===== src/rtl/ex_mem_reg.sv =====
// EX/MEM pipeline register: captures ALU results and MEM/WB control, resolves
// conditional branches into a one-cycle PC redirect, and supports stall,
// flush and wrong-path kill after a taken branch.
module ex_mem_reg #(
  parameter int unsigned DATA_W = 32,
  parameter int unsigned REG_AW = 5
) (
  input  logic              clk,
  input  logic              rst_n,
  input  logic              stall,
  input  logic              flush,
  input  logic              in_valid,
  input  logic [DATA_W-1:0] alu_out,
  input  logic              alu_carry,
  input  logic              alu_zero,
  input  logic [DATA_W-1:0] branch_target,
  input  logic [DATA_W-1:0] store_data,
  input  logic [REG_AW-1:0] wr_reg,
  input  logic              ctl_regwrite,
  input  logic              ctl_memread,
  input  logic              ctl_memwrite,
  input  logic              ctl_memtoreg,
  input  logic              ctl_branch,
  output logic              mem_valid,
  output logic [DATA_W-1:0] mem_alu_out,
  output logic [DATA_W-1:0] mem_store_data,
  output logic [DATA_W-1:0] mem_branch_target,
  output logic [REG_AW-1:0] mem_wr_reg,
  output logic              mem_regwrite,
  output logic              mem_memread,
  output logic              mem_memwrite,
  output logic              mem_memtoreg,
  output logic              mem_carry,
  output logic              mem_zero,
  output logic              mem_pc_src,
  output logic              kill_upstream
);

  logic              r_valid;
  logic [DATA_W-1:0] r_alu_out;
  logic [DATA_W-1:0] r_store_data;
  logic [DATA_W-1:0] r_branch_target;
  logic [REG_AW-1:0] r_wr_reg;
  logic              r_regwrite;
  logic              r_memread;
  logic              r_memwrite;
  logic              r_memtoreg;
  logic              r_carry;
  logic              r_zero;
  logic              r_pc_src;

  logic              w_nxt_valid;
  logic [DATA_W-1:0] w_nxt_alu_out;
  logic [DATA_W-1:0] w_nxt_store_data;
  logic [DATA_W-1:0] w_nxt_branch_target;
  logic [REG_AW-1:0] w_nxt_wr_reg;
  logic              w_nxt_regwrite;
  logic              w_nxt_memread;
  logic              w_nxt_memwrite;
  logic              w_nxt_memtoreg;
  logic              w_nxt_carry;
  logic              w_nxt_zero;
  logic              w_nxt_pc_src;

  logic              w_kill;
  logic              w_taken;

  // While the redirect pulse is high the EX instruction is on the wrong path.
  assign w_kill  = r_pc_src;
  assign w_taken = in_valid & ctl_branch & alu_zero;

  // Next-state selection: kill > flush > stall (hold) > load.
  always_comb begin
    w_nxt_valid         = r_valid;
    w_nxt_alu_out       = r_alu_out;
    w_nxt_store_data    = r_store_data;
    w_nxt_branch_target = r_branch_target;
    w_nxt_wr_reg        = r_wr_reg;
    w_nxt_regwrite      = r_regwrite;
    w_nxt_memread       = r_memread;
    w_nxt_memwrite      = r_memwrite;
    w_nxt_memtoreg      = r_memtoreg;
    w_nxt_carry         = r_carry;
    w_nxt_zero          = r_zero;
    // Redirect never survives more than one edge, even on a hold.
    w_nxt_pc_src        = 1'b0;

    if (w_kill || flush) begin
      w_nxt_valid         = 1'b0;
      w_nxt_alu_out       = '0;
      w_nxt_store_data    = '0;
      w_nxt_branch_target = '0;
      w_nxt_wr_reg        = '0;
      w_nxt_regwrite      = 1'b0;
      w_nxt_memread       = 1'b0;
      w_nxt_memwrite      = 1'b0;
      w_nxt_memtoreg      = 1'b0;
      w_nxt_carry         = 1'b0;
      w_nxt_zero          = 1'b0;
    end else if (!stall) begin
      w_nxt_valid         = in_valid;
      w_nxt_alu_out       = alu_out;
      w_nxt_store_data    = store_data;
      w_nxt_branch_target = branch_target;
      w_nxt_wr_reg        = wr_reg;
      w_nxt_regwrite      = ctl_regwrite & in_valid;
      w_nxt_memread       = ctl_memread & in_valid;
      w_nxt_memwrite      = ctl_memwrite & in_valid;
      w_nxt_memtoreg      = ctl_memtoreg & in_valid;
      w_nxt_carry         = alu_carry;
      w_nxt_zero          = alu_zero;
      w_nxt_pc_src        = w_taken;
    end
  end

  // Stage registers with asynchronous clear.
  always_ff @(posedge clk or negedge rst_n) begin
    if (!rst_n) begin
      r_valid         <= 1'b0;
      r_alu_out       <= '0;
      r_store_data    <= '0;
      r_branch_target <= '0;
      r_wr_reg        <= '0;
      r_regwrite      <= 1'b0;
      r_memread       <= 1'b0;
      r_memwrite      <= 1'b0;
      r_memtoreg      <= 1'b0;
      r_carry         <= 1'b0;
      r_zero          <= 1'b0;
      r_pc_src        <= 1'b0;
    end else begin
      r_valid         <= w_nxt_valid;
      r_alu_out       <= w_nxt_alu_out;
      r_store_data    <= w_nxt_store_data;
      r_branch_target <= w_nxt_branch_target;
      r_wr_reg        <= w_nxt_wr_reg;
      r_regwrite      <= w_nxt_regwrite;
      r_memread       <= w_nxt_memread;
      r_memwrite      <= w_nxt_memwrite;
      r_memtoreg      <= w_nxt_memtoreg;
      r_carry         <= w_nxt_carry;
      r_zero          <= w_nxt_zero;
      r_pc_src        <= w_nxt_pc_src;
    end
  end

  assign mem_valid         = r_valid;
  assign mem_alu_out       = r_alu_out;
  assign mem_store_data    = r_store_data;
  assign mem_branch_target = r_branch_target;
  assign mem_wr_reg        = r_wr_reg;
  assign mem_regwrite      = r_regwrite;
  assign mem_memread       = r_memread;
  assign mem_memwrite      = r_memwrite;
  assign mem_memtoreg      = r_memtoreg;
  assign mem_carry         = r_carry;
  assign mem_zero          = r_zero;
  assign mem_pc_src        = r_pc_src;
  assign kill_upstream     = r_pc_src;

endmodule


===== config.mk =====
export PLATFORM = sky130hd
export DESIGN_NAME = ex_mem_reg
export DESIGN_NICKNAME = d
export VERILOG_FILES = /design/src/rtl/ex_mem_reg.sv
export SDC_FILE = /design/constraint.sdc
export NUM_CORES = 1
export LEC_CHECK = 0
export CAP_MARGIN = 20
export CORE_MARGIN = 1.5
export CORE_UTILIZATION = 30
export CTS_CLUSTER_DIAMETER = 30
export DETAILED_ROUTE_END_ITERATION = 6
export DONT_BUFFER_PORTS = 1
export MAX_ROUTING_LAYER = met4
export PLACE_DENSITY = 0.48
export SLEW_MARGIN = 20
export SYNTH_ARGS = -nofsm -noshare
export SYNTH_HDL_FRONTEND = slang
export SYNTH_SLANG_ARGS = --single-unit
export TNS_END_PERCENT = 30

===== constraint.sdc =====
create_clock -name clk -period 1.3 [get_ports clk]
set_input_delay 0.195 -clock clk [delete_from_list [all_inputs] [get_ports clk]]
set_output_delay 0.195 -clock clk [all_outputs]
set_load 0.03 [all_outputs]

======== Word level (Yosys, flattened, before mapping) ========
Index checks and enable logic that the tools add are counted.
cells by class
  bitwise operators ....................... 6
  reduce and logical (&&, ||, !) cells .... 1
  equality and inequality tests ........... 1
  muxes and demuxes ....................... 24
operators by type and width
  cell                                                    number
  two-way mux 32 bit                                      6
  two-way mux 1 bit                                       16
  two-way mux 5 bit                                       2
  AND 1 bit                                               6
  inequality test 2 x 1 -> 1 bit (second input constant)  1
  logical OR 1 bit                                        1
storage, ports and cells
  logic and storage cells ................. 44
  output and inout port bits .............. 110
  bits in registers ....................... 109
  input port bits ......................... 113

======== Logic depth before layout (Yosys ltp) ========
  word-level depth ........................ 4
  gate-level depth with buffers ........... 5
  depth with buffers taken out ............ 2

======== Worst setup path after synthesis ========
No wires, ideal clock.
  path kind ............................... register to register
  start ................................... register r_pc_src, in the netlist kill_upstream
  end ..................................... register r_alu_out[0], in the netlist mem_alu_out[0]
  arrival ................................. 1197 ps
  setup time .............................. 72 ps
  path slack .............................. 31 ps
  clock period less this slack ............ 1269 ps
  stages on the path, launching flop included .. 6
  path buffers ............................ 3
  path through ............................ dfrtp_1 or2_1 buf_6 buf_6 buf_6 nor2_1
between the ends
  cells in the longest elaborated chain, start to end .. 2
  elaborated cells on any way between the ends .. 3
  those cells by class .................... eq/ne: 1; mux: 1; reduce/logical: 1
RTL lines
  element                                                                                line  text
  from (decl)                                                                            50    logic r_pc_src;
  from (signal assigned)                                                                 143   r_pc_src <= w_nxt_pc_src;
  logical OR 1 bit *                                                                     88    if (w_kill || flush) begin
  inequality test 2 x 1 -> 1 bit (no source line) or two-way mux 32 bit (tied branches)  -
  to (signal assigned)                                                                   133   r_alu_out <= w_nxt_alu_out;
  to (decl)                                                                              40    logic [DATA_W-1:0] r_alu_out;
Every way passes the cells marked *; elsewhere a longest branch is shown, timed or not.
A chain may end at the register's enable or synchronous reset.

======== Worst setup path after layout ========
  start ................................... register r_pc_src, in the netlist kill_upstream
  end ..................................... register r_branch_target[6], in the netlist mem_branch_target[6]
between the ends
  cells in the longest elaborated chain, start to end .. 2
  elaborated cells on any way between the ends .. 3
  those cells by class .................... eq/ne: 1; mux: 1; reduce/logical: 1
RTL lines
  element                                                                                line  text
  logical OR 1 bit *                                                                     88
  inequality test 2 x 1 -> 1 bit (no source line) or two-way mux 32 bit (tied branches)  -
  to (signal assigned)                                                                   135   r_branch_target <= w_nxt_branch_target;
  to (decl)                                                                              42    logic [DATA_W-1:0] r_branch_target;
Marks and branches as above.

==> qor.csv <==
stage;metric;value;unit
status;outcome;finished, violations left;
status;violations;negative hold slack;
clocking;clk_latency;0.34;ns
setup_path;worst_ep_arrival_time;1.46;ns
floorplanning;coreArea;14500;um2
global_routing;grt_max_degree;113;
setup_path;cp.required;1.57;ns
logic_synthesis;syn_avg_cell_area;12.3;um2
routing;post_drt_wl_per_cell;16.3;um
setup_path;worstSetupStartpointType;flip-flop;
sta;period_share;0.917;
sta;setup_viol;0;
logic_synthesis;yosysMostFrequentCell;dfrtp_1;
logic_synthesis;synth.distinct_cells;13;
logic_synthesis;yosysWarnings;0;
pwr;ir_drop;0.558;mV
clocking;clk_pin_slew;0.07;ns
routing;num_vias;2836;
logic_synthesis;ys.flop_type;dfrtp_1;
setup_path;max_stage_delay;0.39;ns
logic_synthesis;yosysTopAreaCellShare;0.616;
sta;whs;-0.463;ns
place;io_buffers;0;
floorplanning;initial_utilization;0.306;
sta;fin_ws;0.108;ns
floorplanning;fp-row-count;44;
floorplanning;pin_count;223;
min_path;hold_class;in2async;
sta;tightest_slew;0.502;ns
global_routing;grt_pass1_vias;3043;
clocking;numCtsBuffers;9;
logic_synthesis;yosysSeqAreaShare;0.616;
floorplanning;die_y;124;um
global_routing;grt_util_all_layers;0.138;
pwr;power_density;1350;nW/um2
logic_synthesis;synthesis.nets;472;
clocking;htree_levels;3;
routing;drc;0;
sta;period_minus_slack;1.19;ns
routing;avgViaCountPerCell;4.61;
sta;slew_viol_final;0;
logic_synthesis;synthCells;359;
clocking;ctsLongestPathBuffers;2;
place;gp_congestion;0.691;
setup_path;worstSetupEndpointType;flip-flop;
floorplanning;die_area;15500;um2
logic_synthesis;synth_seq_cells;109;
routing;wl;10000;um
layout;fillers;1376;
global_routing;grt_pass1_wl;16300;um
setup_path;path_cells;or2_4, buf_12, nor2_1;
sta;setup_tns;0;ns
place;dp_hpwl;5880;um
pwr;p_leak;0.00277;uW
place;dpl_worst_slack;0.147;ns
logic_synthesis;async_flop_share;1.00;
routing;drt_iter0_drc;80;
setup_path;critPathMaxFanout;109;
floorplanning;die_w;124;um
setup_path;critPathBufInv;1;
layout;area_growth_syn_to_layout;26.9;%
sta;finalClockSkew;0.00695;ns
logic_synthesis;synth-edff-count;0;
setup_path;crit_slowest_cell;dfrtp_1;
routing;ant_nets;0;
global_routing;grt_antenna_before_repair;1;
logic_synthesis;synth_area_leaders;dfrtp_1, mux2i_1, nor2_1, buf_6, clkbuf_1;
layout;nNetsFinal;539;
layout;drive_above_1_share;0.0419;
clocking;cts_tree;built;
logic_synthesis;synth_largest_area_cell;dfrtp_1;
layout;fin_util;0.388;
sta;max_slew_margin;0.665;
clocking;clock_sinks;109;
pwr;power;7580;uW
global_routing;grt_overflow_total;0;
sta;rsz0062_at_grt;no;
sta;fmax;839;MHz
clocking;hold_buffers;80;
setup_path;path_class;reg2reg;
sta;hold_viol_final;109;
logic_synthesis;synth_area;4430;um2
routing;firstDrtPassIters;3;
setup_path;crit_family;simple AND/OR/NAND/NOR gates;
logic_synthesis;synth_common_cells;dfrtp_1, mux2i_1, nor2_1;
run;maxCapViolCount;0;
clocking;root_buffer;clkbuf_16;
[power by group]
part / switching (uW) / total [uW] / internal, uW
Clock: 1210 / 2890 / 1680
Combinational: 217 / 580 / 363
Sequential: 533 / 4110 / 3570
Total: 1960 / 7580 / 5610
[area by class of cell]
class / count / area (um2) / area share
clock inverters: 6 / 86.3 / 0.0154
repair buffers: 82 / 828 / 0.148
multi-input cells: 224 / 1520 / 0.270
diodes: 1 / 2.50 / 0.000446
well taps: 184 / 230 / 0.0410
flip-flops and latches: 109 / 2730 / 0.486
clock buffers: 9 / 225 / 0.0401
[worst reg2reg max path, delay by kind of cell (launching register included)]
kind	cells	cell delay, ns
DFF	1	0.39
buffers and inverters	1	0.21
and+or+nand+nor	2	0.52
[cell families (layout without fill, tap and decap cells)]
family | Yosys count | count (layout) | synth area share
simple gates | 116 | 116 | 0.103
flops | 109 | 109 | 0.616
mux | 103 | 103 | 0.233
buf+inv | 26 | 97 | 0.0421
compound gates | 5 | 5 | 0.00565
other cells | 0 | 1 | 0
[repair_timing]
| item | CTS | global route |
|---|---|---|
| buffers inserted | 0 | 0 |
| hold endpoints to repair | 188 | 109 |
| resized for setup | 0 | 0 |
[metrics by stage]
stage,std cells,hold slack (ns),cell area [um2]
detailed placement,519,-0.0980,4500
floorplan,359,-0.101,4430
CTS,614,-0.484,5610
global route,615,-0.489,5620
finish,615,-0.463,5620
global placement,519,-0.0973,4500
[final timing paths]
| kind | from | slack (ns) | endpoint | cells after the start |
|---|---|---|---|---|
| hold / removal | rst_n | -0.46 | mem_carry | 0 |
| setup reg to reg | kill_upstream | 0.11 | mem_branch_target[6] | 3 |
| setup / recovery | kill_upstream | 0.11 | mem_branch_target[6] | 3 |
| max in group asynchronous | rst_n | 1.62 | mem_store_data[7] | 0 |
| min in group clk | branch_target[17] | 0.01 | mem_branch_target[17] | 2 |
| hold reg to reg | mem_memwrite | 0.71 | mem_memwrite | 2 |
[placed cells by master (no fill, tap or decap)]
cell type      instances
a21oi_1                5
buf_12                 1
buf_4                  1
bufinv_16              2
clkbuf_16              9
clkinv_2               2
clkinvlp_4             1
dfrtp_1              109
diode_2                1
dlygate4sd3_1         80
inv_6                  1
mux2i_1              103
nand2_1                6
nand2b_1               1
nand3b_1               4
nor2_1               103
nor3_1                 1
or2_4                  1
[routing by layer]
layer  part of all wire  vias to the layer above  track usage
met1               0.42                     1362        0.160
met4              0.021                        0       0.0622
met2               0.48                      144        0.220
met3              0.081                       14       0.0421
met5                  0                        -            -
li1                   -                     1316            -
Power figures use the tool's default switching activity.
